## config.mk

```make
export PLATFORM = sky130hd
export DESIGN_NAME = prince_inv_lin_stage
export DESIGN_NICKNAME = d
export VERILOG_FILES = /design/src/rtl/prince_pkg.sv /design/src/rtl/prince_lin_share.sv /design/src/rtl/prince_inv_lin_stage.sv
export SDC_FILE = /design/constraint.sdc
export NUM_CORES = 1
export LEC_CHECK = 0
export CAP_MARGIN = 20
export CORE_AREA = 2 2 179 181
export DETAILED_ROUTE_END_ITERATION = 8
export DIE_AREA = 0 0 181 183
export PLACE_DENSITY_LB_ADDON = 0.3
export SETUP_SLACK_MARGIN = 0.3
export SKIP_CTS_REPAIR_TIMING = 1
export SLEW_MARGIN = 10
export SYNTH_ARGS = -nofsm -noshare
export SYNTH_HDL_FRONTEND = slang
export SYNTH_SLANG_ARGS = --single-unit
```

## constraint.sdc

```tcl
create_clock -name clk -period 2.65 [get_ports clk]
set_clock_uncertainty 0.1 [all_clocks]
set_input_delay 0.3975 -clock clk [delete_from_list [all_inputs] [get_ports clk]]
set_output_delay 0.3975 -clock clk [all_outputs]
set_load 0.005 [all_outputs]
```

## src/rtl/prince_pkg.sv

```systemverilog
// prince_pkg: round constants, state type and the SR^-1 / M' linear-layer functions
// shared by the masked PRINCE inverse linear stage.
package prince_pkg;
  localparam int SHARE_W = 64;
  localparam int NRC = 5;
  localparam logic [SHARE_W-1:0] RC [NRC] = '{
    64'h7ef84f78fd955cb1,
    64'h85840851f1ac43aa,
    64'hc882d32f25323c54,
    64'h64a51195e0e3610d,
    64'hd3b5a399ca0c2399
  };
  typedef enum logic {IDLE, RUN} state_t;
  // nibble 0 is bits [63:60]; output nibble j takes input nibble 13*j mod 16
  function automatic logic [SHARE_W-1:0] sr_inv(input logic [SHARE_W-1:0] x);
    logic [SHARE_W-1:0] r;
    r = '0;
    for (int j = 0; j < 16; j++) r[63-4*j -: 4] = x[63-4*((13*j)%16) -: 4];
    return r;
  endfunction
  // block-circulant 4x4 of M0..M3, where Mk drops nibble bit k (bit 0 = nibble MSB)
  function automatic logic [15:0] m_hat(input logic [15:0] x, input int off);
    logic [15:0] r;
    r = '0;
    for (int i = 0; i < 4; i++)
      for (int j = 0; j < 4; j++)
        r[15-4*i -: 4] = r[15-4*i -: 4] ^ (x[15-4*j -: 4] & ~(4'b1000 >> ((i + j + off) % 4)));
    return r;
  endfunction
  function automatic logic [15:0] m_hat0(input logic [15:0] x);
    return m_hat(x, 0);
  endfunction
  function automatic logic [15:0] m_hat1(input logic [15:0] x);
    return m_hat(x, 1);
  endfunction
  function automatic logic [SHARE_W-1:0] m_prime(input logic [SHARE_W-1:0] x);
    return {m_hat0(x[63:48]), m_hat1(x[47:32]), m_hat1(x[31:16]), m_hat0(x[15:0])};
  endfunction
endpackage

```

## src/rtl/prince_lin_share.sv

```systemverilog
// prince_lin_share: combinational SR^-1 followed by M' on a single 64-bit share.
module prince_lin_share
  import prince_pkg::*;
(
  input  logic [SHARE_W-1:0] din,
  output logic [SHARE_W-1:0] dout
);
  assign dout = m_prime(sr_inv(din));
endmodule

```

## src/rtl/prince_inv_lin_stage.sv

```systemverilog
// prince_inv_lin_stage: registered 3-share masked linear stage of a PRINCE inverse round,
// injecting k1^RC into share 0 and sequencing RC6..RC10 with a round counter.
module prince_inv_lin_stage
  import prince_pkg::*;
#(
  parameter int NSHARES = 3,
  parameter int NROUNDS = 5
) (
  input  logic                       clk,
  input  logic                       rst_n,
  input  logic                       in_valid,
  output logic                       in_ready,
  input  logic                       in_first,
  input  logic [SHARE_W-1:0]         k1,
  input  logic [SHARE_W*NSHARES-1:0] din,
  output logic                       out_valid,
  input  logic                       out_ready,
  output logic                       out_last,
  output logic [SHARE_W*NSHARES-1:0] dout,
  output logic                       seq_err
);
  localparam int RW = NROUNDS > 1 ? $clog2(NROUNDS) : 1;
  localparam logic [RW-1:0] LAST = RW'(NROUNDS - 1);
  state_t state, state_nx;
  logic [RW-1:0] rnd, rnd_nx, idx;
  logic accept, last_nx, err_nx;
  logic [SHARE_W*NSHARES-1:0] t, u;
  assign in_ready = !out_valid || out_ready;
  assign accept = in_valid && in_ready;
  assign idx = in_first ? '0 : rnd;
  always_comb begin
    state_nx = state;
    rnd_nx = rnd;
    last_nx = 1'b0;
    err_nx = 1'b0;
    if (accept && (in_first || state == RUN)) begin
      last_nx = idx == LAST;
      state_nx = last_nx ? IDLE : RUN;
      rnd_nx = last_nx ? '0 : idx + RW'(1);
    end else if (accept) begin
      err_nx = 1'b1;
    end
  end
  // only share 0 ever sees the key and round constant
  always_comb begin
    t = din;
    t[SHARE_W-1:0] = din[SHARE_W-1:0] ^ k1 ^ RC[idx];
  end
  for (genvar s = 0; s < NSHARES; s++) begin : g_share
    prince_lin_share u_share (
      .din (t[SHARE_W*s +: SHARE_W]),
      .dout(u[SHARE_W*s +: SHARE_W])
    );
  end
  always_ff @(posedge clk) begin
    if (!rst_n) begin
      state <= IDLE;
      rnd <= '0;
      out_valid <= 1'b0;
      out_last <= 1'b0;
      dout <= '0;
      seq_err <= 1'b0;
    end else begin
      state <= state_nx;
      rnd <= rnd_nx;
      seq_err <= seq_err | err_nx;
      if (accept) begin
        out_valid <= 1'b1;
        out_last <= last_nx;
        dout <= u;
      end else if (out_ready) begin
        out_valid <= 1'b0;
      end
    end
  end
endmodule

```

; ---- After elaboration in Yosys (flattened, before gate mapping)
; Memory sizes are Yosys's and may differ from the RTL's.
; Index checks and enable logic that the tools add are counted.
[word_totals]
regBits = 199
mem_count = 1
mem_bits_ro = 512
out_inout_bits = 196
[memory_table]
columns = memory, words, word_bits, read_ports, rd_clocked_by_memory_dff, wr, line_no
row1 = (name not given), 8, 64, 1, 0, 0, prince_inv_lin_stage.sv:47  ; t[SHARE_W-1:0] = din[SHARE_W-1:0] ^ k1 ^ RC[idx];
[op_classes]
n_bitwise = 148
n_addsub = 1
n_reduce_logical = 6
eq_ne = 1
mux = 10
n_lt_le_gt_ge = 1
[ops]
columns = operator, n
row1 = 4-bit XOR, 96
row2 = 4-bit by 3-bit XOR with 4-bit output, 36
row3 = 64-bit 2-to-1 mux, 2
row4 = 64-bit XOR, 2
row5 = 3-bit by 4-bit XOR with 4-bit output, 12
row6 = 1-bit 2-to-1 mux, 6
row7 = 3-bit 2-to-1 mux, 2
row8 = "4-bit greater-or-equal comparator, second input constant", 1
row9 = 3-bit inverter with 4-bit output, 1
row10 = "3-bit by 1-bit adder with 3-bit output, second input constant", 1
row11 = "3-bit equality test, second input constant", 1
row12 = 1-bit logical AND, 2
row13 = 1-bit logical OR, 2
row14 = 2-bit nonzero test, 1
row15 = 1-bit logical NOT, 1
row16 = 1-bit OR, 1

; ---- Longest topological paths before layout
[depth]
depth_word = 9
mapped_depth = 12

; ---- By module
; From an unflattened synthesis, not the netlist that was laid out.
[unflattened]
hier_cells = 1259
hier_area_um2 = 13738.2
[modules_own_cells]
columns = module, area_each_um2, n_inst, seq_area_each_um2, cells_each
row1 = prince_inv_lin_stage, 8813.5, 1, 3983.8, 1067
row2 = prince_lin_share, 1641.6, 3, 0.0, 64

; ---- Worst setup path before layout
; OpenSTA, ideal clock, no wires.
[synth_path]
path_kind = input port to flip-flop
start = input in_first
end = register dout[0]
arrival_ns = 2.315
stages = 11
setup_slack_ns = 0.108
cell_sequence = buf_2 -> nand2b_1 -> inv_1 -> ha_1 -> inv_1 -> ha_1 -> xor2_1 -> xnor2_1 -> xnor3_1 -> nand3b_1 -> o211ai_1
[synth_via]
elab_chain_cells = 9
[synth_lines]
columns = item, line_no
row1 = start: declaration, prince_inv_lin_stage.sv:13  ; input logic in_first,
row2 = 3-bit 2-to-1 mux *, prince_inv_lin_stage.sv:30  ; assign idx = in_first ? '0 : rnd;
row3 = 3-bit inverter with 4-bit output (implied by the code) *, prince_inv_lin_stage.sv:47
row4 = memory 8 x 64 bit *, n/a
row5 = 64-bit 2-to-1 mux (implied by the code) * (2 in series), prince_inv_lin_stage.sv:47
row6 = 64-bit XOR *, prince_inv_lin_stage.sv:47
row7 = 4-bit by 3-bit XOR with 4-bit output, prince_pkg.sv:27  ; r[15-4*i -: 4] = r[15-4*i -: 4] ^ (x[15-4*j -: 4] & ~(4'b1000 >> ((i + j + off) % 4)));
row8 = 4-bit XOR, prince_pkg.sv:27
row9 = 4-bit XOR *, prince_pkg.sv:27
row10 = end signal: assignment, prince_inv_lin_stage.sv:70  ; dout <= u;
row11 = end: declaration, prince_inv_lin_stage.sv:19  ; output logic [SHARE_W*NSHARES-1:0] dout,
; Mark *: on every way between the ends. The rest lies on a longest branch, timed or not. The select of a mux whose other input is x is not followed.
; A chain may end at the register's enable or synchronous reset.

; ---- Worst setup path in the final report
[layout_path]
start = register rnd[1]
end = register dout[0]
[layout_via]
elab_chain_cells = 9
[layout_lines]
columns = item, line_no
row1 = start: declaration, prince_inv_lin_stage.sv:25  ; logic [RW-1:0] rnd, rnd_nx, idx;
row2 = start signal: assignment, prince_inv_lin_stage.sv:65  ; rnd <= rnd_nx;
row3 = 3-bit 2-to-1 mux *, prince_inv_lin_stage.sv:30
row4 = 3-bit inverter with 4-bit output (implied by the code) *, prince_inv_lin_stage.sv:47
row5 = memory 8 x 64 bit *, n/a
row6 = 64-bit 2-to-1 mux (implied by the code) * (2 in series), prince_inv_lin_stage.sv:47
row7 = 64-bit XOR *, prince_inv_lin_stage.sv:47
row8 = 4-bit by 3-bit XOR with 4-bit output, prince_pkg.sv:27
row9 = 4-bit XOR, prince_pkg.sv:27
row10 = 4-bit XOR *, prince_pkg.sv:27
; Marks and branches as above.

==> summary.md <==
| Metric | Value |
|---|---|
| R2R setup slack | `470 ps` |
| Worst path arrival time | `2380 ps` |
| Worst Hold Launch | `rst_n` |
| Die X | `181 um` |
| Worst Hold Slack | `223 ps` |
| Ys Warns | `0` |
| Nets@finish | `2,099` |
| Int Pwr | `6800 uW` |
| Die area | `0.0331 mm^2` |
| Hold crit path type | `input pin to flop` |
| Area leader, netlist | `dfxtp_1` |
| Combinational share of power | `0.341` |
| Remaining DRCs | `0` |
| Max-slew violations | `0` |
| Max Clk Rate | `0.460 GHz` |
| IO Count | `457` |
| Clock power frac | `0.297` |
| DR vias | `10,800` |
| R2R Path End | `dout[0]$_SDFFE_PN0P_` |
| DRT antenna net count | `0` |
| First-pass GRT wire length | `58,200 um` |
| Worst R2R Path Depth | `10` |
| Syn Std Cell Area | `0.0116 mm^2` |
| Crit path max fanout | `4` |
| Ys async rst share | `0` |
| Largest cells by area after synthesis | `dfxtp_1 34%, xnor2_1 18%, nor2b_1 7.0%, a21oi_1 6.8%, xor2_1 6.6%` |
| Cell Pwr Density | `535 mW/mm^2` |
| Hold path depth | `2` |
| Routed wire length | `38,200 um` |
| Drt pass-1 iters | `5` |
| Outcome | `finished clean` |
| CP Class | `flop to flop` |
| Num rows | `65` |
| Sw frac | `0.291` |
| Iteration-0 DRC Markers | `535` |
| Clk sinks | `199` |
| Total track usage | `0.225` |
| Vias in the first global route | `10,900` |
| Filler Cell Count | `2,762` |
| Share of layout cells above drive strength 1 | `0.0836` |
| Worst-skew pair later-pin latency | `430 ps` |
| Fin Setup TNS | `0 ps` |
| Clock buffer count from CTS | `17` |
| Rel. slew slack | `0.531` |
| RSZ-0062 raised after global routing | `no` |
| Initial antenna violation count | `4` |
| Area fraction of the dominant cell type after synthesis | `0.343` |
| Endpoint, Worst Hold | `out_valid$_SDFFE_PN0P_` |
| Startpoint class of the critical path | `flop` |
| Final setup vio count | `0` |
| HPWL Detailed | `30,200 um` |
| Pin count of the biggest net entering global routing | `124` |
| Post-synth EDFFs | `0` |
| CP endpoint kind | `flop` |
| Clk Tree Root Cell | `clkbuf_16` |
| Pleak | `0.00678 uW` |
| Port bufs | `456` |
| Post-synthesis sequential area ratio | `0.343` |
| Distinct cell type count after synthesis | `52` |
| Overall power | `9590 uW` |
| Total congestion overflow | `0` |
| Vias/cell | `4.81` |
| Peak supply drop | `0.432 mV` |
| Top FF cell, synth | `dfxtp_1` |
| CP startpoint | `rnd[1]$_SDFFE_PN0P_` |
| Die Y | `183 um` |
| Yosys reg bits | `199` |
| Syn Inst Count | `1,334` |
| # H-tree levels | `4` |
| Sequential power share | `0.362` |
| CTS tree | `built` |
| RePlAce Congestion | `0.866` |
| Syn Nets | `1,604` |
| Synthesized area per cell | `8.70 um^2` |
| Final Hold Fails | `0` |
| Fin crit share | `0.821` |
| CP required | `2850 ps` |
| Routed len/inst | `17.0 um` |
| Starting Density | `0.372` |
| Slew @ Worst Pin | `704 ps` |
| Period minus WS final | `2180 ps` |
| Clock slew at reported path FFs | `80 ps` |
| Clock Path Buffers | `2` |
| Net Sw Power | `2790 uW` |
| Core area | `0.0312 mm^2` |
| Worst reg2reg startpoint | `rnd[1]$_SDFFE_PN0P_` |
| P&R area growth vs syn | `54.3%` |
| Max Cap Viol | `0` |
==> cell families after synthesis <==
family	share of synthesized area
and+or+nand+nor	0.188
xor gates and xnor gates	0.309
AOI/OAI and AO/OA	0.119
DFF	0.343
buffers and inverters	0.0300
adders and majority gates	0.00970
==> registers in the layout, indices dropped and copies added (netlist names) <==
name	flops
state	1
dout	192
rnd	3
out_valid	1
seq_err	1
out_last	1
==> power groups by stage <==
stage          Sequential (uW)  Clock [uW]  Combinational, uW
3_3_place_gp              3530           0               3230
5_1_grt                   3510        3040               3560
4_1_cts                   3470        2920               3290
6_report                  3470        2840               3270
2_1_floorplan             3540           0               1620
3_5_place_dp              3540           0               3270
==> cells in the mapped netlist (3+ instances only) <==
cell	count
nor3b_1	5
and3_1	11
clkbuf_1	67
a21oi_1	158
dfxtp_1	199
o211ai_1	19
xor2_1	88
nand2b_1	3
or4_1	3
a311o_1	3
nor3_1	21
and2_1	3
a211oi_1	5
a21boi_0	5
o21ai_0	44
nor2b_1	130
inv_1	7
ha_1	9
o211a_1	3
xnor2_2	4
xnor2_1	244
buf_6	4
or3_1	9
xor3_1	5
nand3_1	52
nor2_1	147
xnor3_1	21
nand2_1	37
==> cell type report <==
type	count	area (um^2)	area share
inverter	8	30.0	0.00168
timing repair buffer	551	5430	0.303
sequential	199	3990	0.223
tap	402	503	0.0281
antenna	3	7.51	0.000419
clock buffer	18	429	0.0240
multi-input combinational	1052	7330	0.409
clock inverter	14	196	0.0110
==> metal layers <==
layer	share of wire	global-route usage	wire [um]
met1	0.39	0.244	14800
met2	0.49	0.398	18800
met3	0.085	0.0749	3260
met4	0.037	0.104	1420
met5	0.00034	0	13
==> stage by stage <==
stage          worst slack, ps  cell area [um^2]  std cells   util
2_1_floorplan              313             11600       1334      -
3_3_place_gp              -123             17300       2212  0.553
3_5_place_dp              -219             17300       2212  0.553
4_1_cts                    241             17900       2244  0.573
5_1_grt                    346             17900       2246  0.574
6_report                   474             17900       2247  0.574
==> how the worst max path moves through the flow <==
stage,endpoint,cells after the start
global placement,dout[0]$_SDFFE_PN0P_,11
CTS,dout[0]$_SDFFE_PN0P_,11
floorplan,dout[0]$_SDFFE_PN0P_,12
global route,dout[0]$_SDFFE_PN0P_,10
finish,dout[0]$_SDFFE_PN0P_,10
detailed placement,dout[0]$_SDFFE_PN0P_,11
==> critical path: stages (launching register included) <==
cell and delay [ps]:
dfxtp_2 410, nand2b_4 70, inv_1 100, ha_2 220
inv_1 60, ha_2 180, xor2_1 200, xnor2_2 160
xnor3_2 310, nand3b_1 120, o211ai_1 100
==> cell usage in the layout, fill, tap and decap left out, types with 4 or more instances in the layout <==
cell,count
clkinv_2,4
clkdlybuf4s50_1,454
nor3_1,21
buf_4,84
ha_1,7
o21ai_0,44
a211oi_1,5
nor2b_1,130
o211ai_1,19
xnor2_1,241
bufinv_16,4
inv_1,7
dfxtp_1,196
and3_1,11
xnor3_1,20
xor3_1,5
xnor2_2,7
a21boi_0,5
nand2_1,36
nor2_1,147
nand3_1,52
a21oi_1,158
clkbuf_16,17
buf_12,12
xor2_1,88
nor3b_1,5
or3_1,9
Note: power is estimated with default switching activity, not from simulation.
